--- src/rtl/ysyx_23060208_axi_arb.sv ---
// ysyx_23060208_axi_arb: N-master to 1-slave AXI4 arbiter with independent, burst-locked read/write grants.
// Define YSYX_23060208_ARB_RR_EN for round-robin arbitration; otherwise fixed priority (master 0 highest).
module ysyx_23060208_axi_arb #(
  parameter int DATA_WIDTH = 32,
  parameter int NUM_MST    = 2,
  parameter int ID_WIDTH   = 4
) (
  input  logic                             clock,
  input  logic                             reset,
  // master AR / R
  input  logic [NUM_MST-1:0]               m_arvalid,
  output logic [NUM_MST-1:0]               m_arready,
  input  logic [NUM_MST*DATA_WIDTH-1:0]    m_araddr,
  input  logic [NUM_MST*ID_WIDTH-1:0]      m_arid,
  input  logic [NUM_MST*8-1:0]             m_arlen,
  input  logic [NUM_MST*3-1:0]             m_arsize,
  input  logic [NUM_MST*2-1:0]             m_arburst,
  output logic [NUM_MST-1:0]               m_rvalid,
  input  logic [NUM_MST-1:0]               m_rready,
  output logic [DATA_WIDTH*2-1:0]          m_rdata,
  output logic [1:0]                       m_rresp,
  output logic                             m_rlast,
  output logic [ID_WIDTH-1:0]              m_rid,
  // master AW / W / B
  input  logic [NUM_MST-1:0]               m_awvalid,
  output logic [NUM_MST-1:0]               m_awready,
  input  logic [NUM_MST*DATA_WIDTH-1:0]    m_awaddr,
  input  logic [NUM_MST*ID_WIDTH-1:0]      m_awid,
  input  logic [NUM_MST*8-1:0]             m_awlen,
  input  logic [NUM_MST*3-1:0]             m_awsize,
  input  logic [NUM_MST*2-1:0]             m_awburst,
  input  logic [NUM_MST-1:0]               m_wvalid,
  output logic [NUM_MST-1:0]               m_wready,
  input  logic [NUM_MST*DATA_WIDTH*2-1:0]  m_wdata,
  input  logic [NUM_MST*(DATA_WIDTH/4)-1:0] m_wstrb,
  input  logic [NUM_MST-1:0]               m_wlast,
  output logic [NUM_MST-1:0]               m_bvalid,
  input  logic [NUM_MST-1:0]               m_bready,
  output logic [1:0]                       m_bresp,
  output logic [ID_WIDTH-1:0]              m_bid,
  // completion pulses
  output logic [NUM_MST-1:0]               rd_done,
  output logic [NUM_MST-1:0]               wr_done,
  // slave port
  output logic                             s_arvalid,
  input  logic                             s_arready,
  output logic [DATA_WIDTH-1:0]            s_araddr,
  output logic [ID_WIDTH-1:0]              s_arid,
  output logic [7:0]                       s_arlen,
  output logic [2:0]                       s_arsize,
  output logic [1:0]                       s_arburst,
  input  logic                             s_rvalid,
  output logic                             s_rready,
  input  logic [DATA_WIDTH*2-1:0]          s_rdata,
  input  logic [1:0]                       s_rresp,
  input  logic                             s_rlast,
  input  logic [ID_WIDTH-1:0]              s_rid,
  output logic                             s_awvalid,
  input  logic                             s_awready,
  output logic [DATA_WIDTH-1:0]            s_awaddr,
  output logic [ID_WIDTH-1:0]              s_awid,
  output logic [7:0]                       s_awlen,
  output logic [2:0]                       s_awsize,
  output logic [1:0]                       s_awburst,
  output logic                             s_wvalid,
  input  logic                             s_wready,
  output logic [DATA_WIDTH*2-1:0]          s_wdata,
  output logic [DATA_WIDTH/4-1:0]          s_wstrb,
  output logic                             s_wlast,
  input  logic                             s_bvalid,
  output logic                             s_bready,
  input  logic [1:0]                       s_bresp,
  input  logic [ID_WIDTH-1:0]              s_bid
);

  localparam int unsigned NM = NUM_MST;
  localparam int GW = $clog2(NUM_MST);
  localparam int DW = DATA_WIDTH * 2;
  localparam int SW = DATA_WIDTH / 4;

  typedef enum logic [1:0] {R_IDLE, R_ADDR, R_DATA} rstate_t;
  typedef enum logic [1:0] {W_IDLE, W_REQ, W_RESP} wstate_t;

  rstate_t            rstate;
  wstate_t            wstate;
  logic [GW-1:0]      rgnt, wgnt, r_win, w_win;
  logic [NUM_MST-1:0] r_sel, w_sel;
  logic               aw_ok, w_ok, aw_hs, w_last_hs;

`ifdef YSYX_23060208_ARB_RR_EN
  logic [GW-1:0] rptr, wptr;

  function automatic logic [GW-1:0] pick(input logic [NUM_MST-1:0] req, input logic [GW-1:0] ptr);
    logic [GW-1:0] win;
    logic [GW-1:0] idx;
    logic          found;
    win   = '0;
    found = 1'b0;
    for (int unsigned k = 0; k < NM; k++) begin
      idx = GW'((int unsigned'(ptr) + k) % NM);
      if (!found && req[idx]) begin
        win   = idx;
        found = 1'b1;
      end
    end
    return win;
  endfunction

  function automatic logic [GW-1:0] next_ptr(input logic [GW-1:0] win);
    return (int unsigned'(win) == NM - 1) ? '0 : win + 1'b1;
  endfunction

  assign r_win = pick(m_arvalid, rptr);
  assign w_win = pick(m_awvalid, wptr);

  always_ff @(posedge clock or negedge reset) begin
    if (!reset) begin
      rptr <= '0;
      wptr <= '0;
    end else begin
      if (rstate == R_IDLE && |m_arvalid) rptr <= next_ptr(r_win);
      if (wstate == W_IDLE && |m_awvalid) wptr <= next_ptr(w_win);
    end
  end
`else
  function automatic logic [GW-1:0] pick(input logic [NUM_MST-1:0] req);
    logic [GW-1:0] win;
    logic          found;
    win   = '0;
    found = 1'b0;
    for (int unsigned i = 0; i < NM; i++) begin
      if (!found && req[i]) begin
        win   = GW'(i);
        found = 1'b1;
      end
    end
    return win;
  endfunction

  assign r_win = pick(m_arvalid);
  assign w_win = pick(m_awvalid);
`endif

  // Read path: grant mux, payload pass-through and handshake gating
  always_comb begin
    r_sel     = '0;
    s_araddr  = '0;
    s_arid    = '0;
    s_arlen   = '0;
    s_arsize  = '0;
    s_arburst = '0;
    for (int unsigned i = 0; i < NM; i++) begin
      if (GW'(i) == rgnt) begin
        r_sel[i]  = 1'b1;
        s_araddr  = m_araddr[i*DATA_WIDTH +: DATA_WIDTH];
        s_arid    = m_arid[i*ID_WIDTH +: ID_WIDTH];
        s_arlen   = m_arlen[i*8 +: 8];
        s_arsize  = m_arsize[i*3 +: 3];
        s_arburst = m_arburst[i*2 +: 2];
      end
    end
    s_arvalid = (rstate == R_ADDR) & |(m_arvalid & r_sel);
    m_arready = (rstate == R_ADDR && s_arready) ? r_sel : '0;
    m_rvalid  = (rstate == R_DATA && s_rvalid) ? r_sel : '0;
    s_rready  = (rstate == R_DATA) & |(m_rready & r_sel);
  end

  assign m_rdata = s_rdata;
  assign m_rresp = s_rresp;
  assign m_rlast = s_rlast;
  assign m_rid   = s_rid;

  // Write path: AW and W are forwarded side by side; each is masked once it has completed
  always_comb begin
    w_sel     = '0;
    s_awaddr  = '0;
    s_awid    = '0;
    s_awlen   = '0;
    s_awsize  = '0;
    s_awburst = '0;
    s_wdata   = '0;
    s_wstrb   = '0;
    s_wlast   = 1'b0;
    for (int unsigned i = 0; i < NM; i++) begin
      if (GW'(i) == wgnt) begin
        w_sel[i]  = 1'b1;
        s_awaddr  = m_awaddr[i*DATA_WIDTH +: DATA_WIDTH];
        s_awid    = m_awid[i*ID_WIDTH +: ID_WIDTH];
        s_awlen   = m_awlen[i*8 +: 8];
        s_awsize  = m_awsize[i*3 +: 3];
        s_awburst = m_awburst[i*2 +: 2];
        s_wdata   = m_wdata[i*DW +: DW];
        s_wstrb   = m_wstrb[i*SW +: SW];
        s_wlast   = m_wlast[i];
      end
    end
    s_awvalid = (wstate == W_REQ) & ~aw_ok & |(m_awvalid & w_sel);
    m_awready = (wstate == W_REQ && !aw_ok && s_awready) ? w_sel : '0;
    s_wvalid  = (wstate == W_REQ) & ~w_ok & |(m_wvalid & w_sel);
    m_wready  = (wstate == W_REQ && !w_ok && s_wready) ? w_sel : '0;
    m_bvalid  = (wstate == W_RESP && s_bvalid) ? w_sel : '0;
    s_bready  = (wstate == W_RESP) & |(m_bready & w_sel);
    aw_hs     = s_awvalid & s_awready;
    w_last_hs = s_wvalid & s_wready & s_wlast;
  end

  assign m_bresp = s_bresp;
  assign m_bid   = s_bid;

  always_ff @(posedge clock or negedge reset) begin
    if (!reset) begin
      rstate  <= R_IDLE;
      rgnt    <= '0;
      rd_done <= '0;
    end else begin
      rd_done <= '0;
      case (rstate)
        R_IDLE: if (|m_arvalid) begin
          rgnt   <= r_win;
          rstate <= R_ADDR;
        end
        R_ADDR: if (s_arvalid && s_arready) rstate <= R_DATA;
        R_DATA: if (s_rvalid && s_rready && s_rlast) begin
          rd_done <= r_sel;
          rstate  <= R_IDLE;
        end
        default: rstate <= R_IDLE;
      endcase
    end
  end

  // Response phase is entered in the cycle the later of AW / W-last completes
  always_ff @(posedge clock or negedge reset) begin
    if (!reset) begin
      wstate  <= W_IDLE;
      wgnt    <= '0;
      aw_ok   <= 1'b0;
      w_ok    <= 1'b0;
      wr_done <= '0;
    end else begin
      wr_done <= '0;
      case (wstate)
        W_IDLE: if (|m_awvalid) begin
          wgnt   <= w_win;
          wstate <= W_REQ;
        end
        W_REQ: begin
          if (aw_hs) aw_ok <= 1'b1;
          if (w_last_hs) w_ok <= 1'b1;
          if ((aw_ok || aw_hs) && (w_ok || w_last_hs)) wstate <= W_RESP;
        end
        W_RESP: if (s_bvalid && s_bready) begin
          wr_done <= w_sel;
          aw_ok   <= 1'b0;
          w_ok    <= 1'b0;
          wstate  <= W_IDLE;
        end
        default: wstate <= W_IDLE;
      endcase
    end
  end

endmodule

--- config.mk ---
export PLATFORM = sky130hd
export DESIGN_NAME = ysyx_23060208_axi_arb
export DESIGN_NICKNAME = d
export VERILOG_FILES = /design/src/rtl/ysyx_23060208_axi_arb.sv
export SDC_FILE = /design/constraint.sdc
export NUM_CORES = 1
export LEC_CHECK = 0
export BUFFER_PORTS_ARGS = -buffer_cell sky130_fd_sc_hd__buf_2
export CAP_MARGIN = 15
export CORE_AREA = 4 4 268 270
export CTS_BUF_LIST = sky130_fd_sc_hd__clkbuf_8
export CTS_CLUSTER_DIAMETER = 30
export DETAILED_ROUTE_END_ITERATION = 16
export DIE_AREA = 0 0 272 274
export SYNTH_ARGS = -nofsm -noshare
export SYNTH_HDL_FRONTEND = slang
export SYNTH_SLANG_ARGS = --single-unit
--- constraint.sdc ---
create_clock -name clock -period 1.75 [get_ports clock]
set_input_delay 0.35 -clock clock [delete_from_list [all_inputs] [get_ports clock]]
set_output_delay 0.35 -clock clock [all_outputs]
set_load 0.005 [all_outputs]
### Word-level counts from Yosys, hierarchy flattened

Cells that the tools add are included.

| word-level totals | value |
|---|---|
| register bits | 12 |
| input port bits | 436 |
| word-level logic and storage cells | 116 |

| cells by class | value |
|---|---|
| equal/unequal tests | 12 |
| multiplexer cells | 43 |
| bitwise logic cells | 17 |
| reduce and logical (&&, ||, !) cells | 36 |

Operator list:

| cell | count |
|---|---|
| 32-bit 2-to-1 mux | 2 |
| 64-bit 2-to-1 mux | 1 |
| 2-bit 2-to-1 mux | 17 |
| 8-bit 2-to-1 mux | 3 |
| 1-bit logical AND | 14 |
| 2-bit OR reduction | 7 |
| 1-bit 2-to-1 mux | 12 |
| 2-bit case mux with 3 select lines | 2 |
| 3-bit AND reduction | 4 |
| 1-bit AND | 10 |
| 2-bit AND | 5 |
| 4-bit 2-to-1 mux | 2 |
| 2-bit by 1-bit inequality test with 1-bit output (second input constant) | 4 |
| 2-bit inequality test (second input constant) | 4 |
| 3-bit 2-to-1 mux | 2 |
| 2-bit by 1-bit equality test with 1-bit output (second input constant) | 2 |
| 2-bit equality test (second input constant) | 2 |
| 1-bit zero test | 4 |
| 2-bit zero test | 2 |
| 1-bit case mux with 2 select lines | 2 |
| 2-bit AND reduction | 2 |
| 1-bit logical OR | 2 |
| 1-bit inverter | 2 |
| 2-bit nonzero test | 1 |

### Logic depth before layout (Yosys ltp)

| logic depth | value |
|---|---|
| depth in word-level cells | 10 |
| mapped depth | 5 |
| gate-level depth less buffers | 4 |

### Worst setup path before layout

Ideal clock, no wire load.

| timing | value |
|---|---|
| path kind | flip-flop to output port |
| from | register wgnt |
| to | output port s_awaddr[0] |
| data arrival time | 1.156 ns |
| setup slack | 0.244 ns |
| stages on the path, launching flop included | 5 |
| buffers on the path | 3 |
| cell sequence | dfrtp_1 > buf_6 > buf_2 > buf_2 > mux2_2 |

| between the ends | value |
|---|---|
| cells in the longest elaborated chain, start to end | 1 |

Ends and longest elaborated chain:

| element | line | text |
|---|---|---|
| from (decl) | 86 | `logic [GW-1:0] rgnt, wgnt, r_win, w_win;` |
| from (signal assigned) | 244 | `wgnt <= w_win;` |
| 32-bit 2-to-1 mux | 185 | `if (GW'(i) == wgnt) begin` |
| to (decl) | 60 | `output logic [DATA_WIDTH-1:0] s_awaddr,` |

No other way between the ends.

### Worst setup path after layout

| timing | value |
|---|---|
| from | register wgnt |
| to | output port s_wdata[4] |

| between the ends | value |
|---|---|
| cells in the longest elaborated chain, start to end | 1 |

Ends and longest elaborated chain:

| element | line | text |
|---|---|---|
| 64-bit 2-to-1 mux | 185 |  |
| to (decl) | 67 | `output logic [DATA_WIDTH*2-1:0] s_wdata,` |

No other way between the ends.

==> summary by stage <==
GRT
Summed over all layers, the global routing overflow is 0. The number of global-route vias before repair was 4726. The initial antenna violation count is 22. The overall routing resource usage is 7.47%. The maximum number of pins on one net before global-route repair is 19. The first global-routing pass estimated around 38 mm of wire.

Cells and area
The number of nets in the final layout is about 1300. The area growth from synthesis to layout is 146%. The share of layout cells above drive strength 1 is 92.9%. The finished cells cover about 0.008 mm2.

The number of fillers in the final layout is about 8000. The area taken by flip-flops and latches is slightly above 300 um2. The multi-input combinational cells in the finished layout cover a total of 0.00262 mm2.

In the layout the commonest cells are sky130_fd_sc_hd__buf_2, sky130_fd_sc_hd__mux2_2, sky130_fd_sc_hd__buf_6, sky130_fd_sc_hd__mux2_4, sky130_fd_sc_hd__buf_4. The library cell used most frequently in the layout, excluding fill and tap cells, is sky130_fd_sc_hd__buf_2.

Floorplanning
The die is 274 um tall. The floorplan step defined a core boundary enclosing about 0.070 mm2. The I/O pin count is approximately 700. The floorplan die width is roughly 270 um. The initial utilization of the core area, before any placement, comes to 4.74%.

After floorplanning, the core was divided into a little under 100 placement rows. The area of the die is between 0.07 and 0.08 mm2.

Synthesis
The post-synthesis instance area is 0.00330 mm2. The compound-gate portion of the synthesized area is 2.31%. The mean instance size in the synthesized netlist is 9.50 um2.

The register bit count reported by yosys is 12. For this run, the register share of the synthesized area comes to under 10%. The area share of xor/xnor cells in the synthesized design is 0%.

The Yosys step of the flow raised 0 warnings. The number of cells produced by synthesis is 347. The adder-cell share of the synthesized area is 0%. The number of distinct library cell variants in the gate-level netlist after synthesis is 26. The synthesized netlist net count is between 700 and 800. The main combinational cell family by area after synthesis is multiplexers. The simple-gate area share of the yosys netlist is ~7.4%. Measured against the total synthesized area, the mux share comes to between 50% and 60%.

STA
The count of final hold-check violations was 0. The worst setup skew after layout is approximately 0.011 ns. The final setup TNS is -20.48 ns. The worst-margin pin slew is 0.391 ns. The worst relative slew slack is roughly 74%. Setup repair after global routing could not meet its margin everywhere.

The ratio of final minimum period to clock period is 114%. The worst-case setup margin in the final layout is -0.253 ns. The highest clock rate is 0.499 GHz. The final number of max-transition violations is 0. Setup violations remaining at the end of the flow were counted as 177. The minimum period implied by the final worst setup slack is 2.00 ns.

Placement
The total of buffers placed on input and output ports is 550. Detailed placement finished with a half-perimeter wire length of 27.7 mm. After detailed placement, the total cell area comes to roughly 0.0068 mm2. The routability-driven placement congestion ratio is around 0.9.

CTS
Clock-pin slew was measured on the worst setup and hold paths at roughly 0.080 ns. The TritonCTS buffer count is 3. The clock drives 12 sinks. The clock insertion delay at the later pin of the skew report is between 0.2 and 0.3 ns. The clock root buffer master is sky130_fd_sc_hd__clkbuf_8. The clock passes through at most 2 buffers.

The CTS tree is built. The number of levels in the clock H-tree is 1.

Worst setup path
The kind of cell with the highest combined delay along the critical path is buffers and inverters. The cell count along the critical path is 5. The worst register-to-register path has a depth of 7. In this design, the critical path's most frequently occurring cell is sky130_fd_sc_hd__buf_4. The required time of the worst setup path is roughly 1.4 ns. In this run the worst path has a maximum fanout of 4.

In this run the worst setup path terminates at s_wdata[4]. Traced cell by cell, the critical path runs through buf_4, clkbuf_16, buf_4, mux2_2, buf_2. In this run the worst setup path begins at wgnt.

The largest single stage delay on the critical path is a little over 0.5 ns. The kind of end point of the critical path is an output pin. STA classifies the critical path startpoint as a flop.

In this run the critical register-to-register path is launched from wgnt. The endpoint identified for the worst register-to-register timing path is wstate[0]. The count of buffering cells on the critical path with inverters included is 4. The worst register-to-register path has a setup slack of around 0.06 ns. The data arrival time of the critical path is 1.65 ns. The type of the worst setup path is flop to output pin. The highest-delay cell along the critical path is sky130_fd_sc_hd__dfrtp_4.

Power
The switching power of the nets is between 3 and 4 mW. Power spread over the standard cell area amounts to between 1000 and 1500 mW/mm2. The fraction of power consumed by the clock network is ~3.7%. Combinational cells account for 90.8% of the total power. The relative contribution of sequential cells to total power is under 10%. IR analysis of the VDD net gives a maximum drop of 0.459 mV. The internal portion of total power is approximately 5.7 mW.

The leakage power summed over all cells is around 4 nW. Net switching is between 30% and 40% of the power.

Route
The detailed-route wire length is ~32 mm. The first routing iteration left roughly 120 violations. The antenna violation net count after detailed routing is 0. The number of iterations in the first detailed-routing pass is 4.

For this run, design rule violations remaining after detail routing come to 0. The routed layout has about 4800 vias. Dividing the detail-routed wire length by the instance count gives approximately 18 um. After detailed routing, the number of vias per cell comes to ~2.7.

Run
Across the run, the number of max-cap violations was 0.

Run status
The run finished, with violations left. The final reports fail on setup timing.

Min path
The path class of the lowest-slack min-delay path is primary input to flop. The launch instance of the worst min-delay path is m_arvalid[0].
[power groups by stage]
stage                     Clock, mW  Sequential [mW]  Combinational (mW)
final                         0.347            0.511                8.50
after global placement            0            0.496                6.11
after CTS                     0.401            0.493                7.39
after detailed placement          0            0.502                6.14
after floorplan                   0            0.444                3.26
after global routing          0.399            0.520                9.00
[worst register-to-register path, cell delays in order (launching register included)]
cell	delay, ns
sky130_fd_sc_hd__dfrtp_4	0.51
sky130_fd_sc_hd__buf_4	0.16
sky130_fd_sc_hd__clkbuf_16	0.15
sky130_fd_sc_hd__buf_4	0.15
sky130_fd_sc_hd__nand4b_1	0.16
sky130_fd_sc_hd__nand2_1	0.11
sky130_fd_sc_hd__a21oi_1	0.09
sky130_fd_sc_hd__o31a_1	0.25
[registers in the layout, summed over array words and instances (netlist names)]
name     count
rgnt         1
wgnt         1
wr_done      2
aw_ok        1
rstate       2
rd_done      2
w_ok         1
wstate       2
[per-stage QoR]
| step | hold WS (ns) | power, mW | setup slack [ns] | util (%) | std cells |
|---|---|---|---|---|---|
| 6_report | 0.322 | 9.36 | -0.253 | 11.7 | 1799 |
| 5_1_grt | 0.312 | 9.92 | -0.292 | 11.7 | 1796 |
| 4_1_cts | 0.260 | 8.29 | -0.284 | 10.6 | 1786 |
| 3_5_place_dp | 0.309 | 6.64 | 0.000286 | 9.85 | 1763 |
| 3_3_place_gp | 0.312 | 6.61 | 0.0104 | 9.85 | 1763 |
| 2_1_floorplan | 0.0544 | 3.70 | 0.244 | - | 347 |
[Yosys cell counts, drive strengths merged]
cell type	n	area share (%)
mux2	172	59
buf	98	21
nor2	13	1.5
dfrtp	12	9.1
a21oi	8	1.3
nor3	8	1.2
nand2	5	0.57
nand2b	5	0.95
nor2b	5	0.95
and2	3	0.64
inv	3	0.34
mux2i	3	0.91
nand3b	3	0.68
o32ai	2	0.53
and3	1	0.19
clkbuf	1	0.15
nand4	1	0.19
nand4b	1	0.27
nor3b	1	0.23
o22ai	1	0.19
o31a	1	0.27
[timing repair]
item                                   CTS  global route
resized for setup                       42           153
pin swaps                                2             4
buffers inserted                        11             7
hold buffers                             1             0
endpoints found under the hold margin    5             0
cloned                                   7             3
setup endpoints to repair              159           184
[cell type report]
| class | instances | share of cell area (%) |
|---|---|---|
| diodes | 8 | 0.246 |
| repair buffers | 599 | 48.5 |
| multi-input cells | 233 | 32.2 |
| flip-flops and latches | 12 | 3.76 |
| well taps | 940 | 14.5 |
| clock buffers | 4 | 0.678 |
| inverters | 3 | 0.139 |
[worst min path at each step]
stage,endpoint,depth (start not counted)
6_report,rgnt,2
5_1_grt,rgnt,2
4_1_cts,rgnt,2
3_5_place_dp,wr_done[0],1
3_3_place_gp,aw_ok,1
2_1_floorplan,aw_ok,0
[routing by layer]
| layer | routed length [um] | share of wire, % | global-route usage, % | vias up |
|---|---|---|---|---|
| li1 | - | - | - | 2174 |
| met1 | 13500 | 42 | 9.88 | 2178 |
| met2 | 13500 | 42 | 10.6 | 404 |
| met4 | 977 | 3.1 | 2.26 | 14 |
| met3 | 3960 | 12 | 3.75 | 69 |
| met5 | 107 | 0.33 | 0 | - |
[cell families after synthesis]
group / after synthesis
buf+inv: 102
compound gates: 12
mux: 175
simple gates: 46
flops: 12
Power figures use the tool's default switching activity.
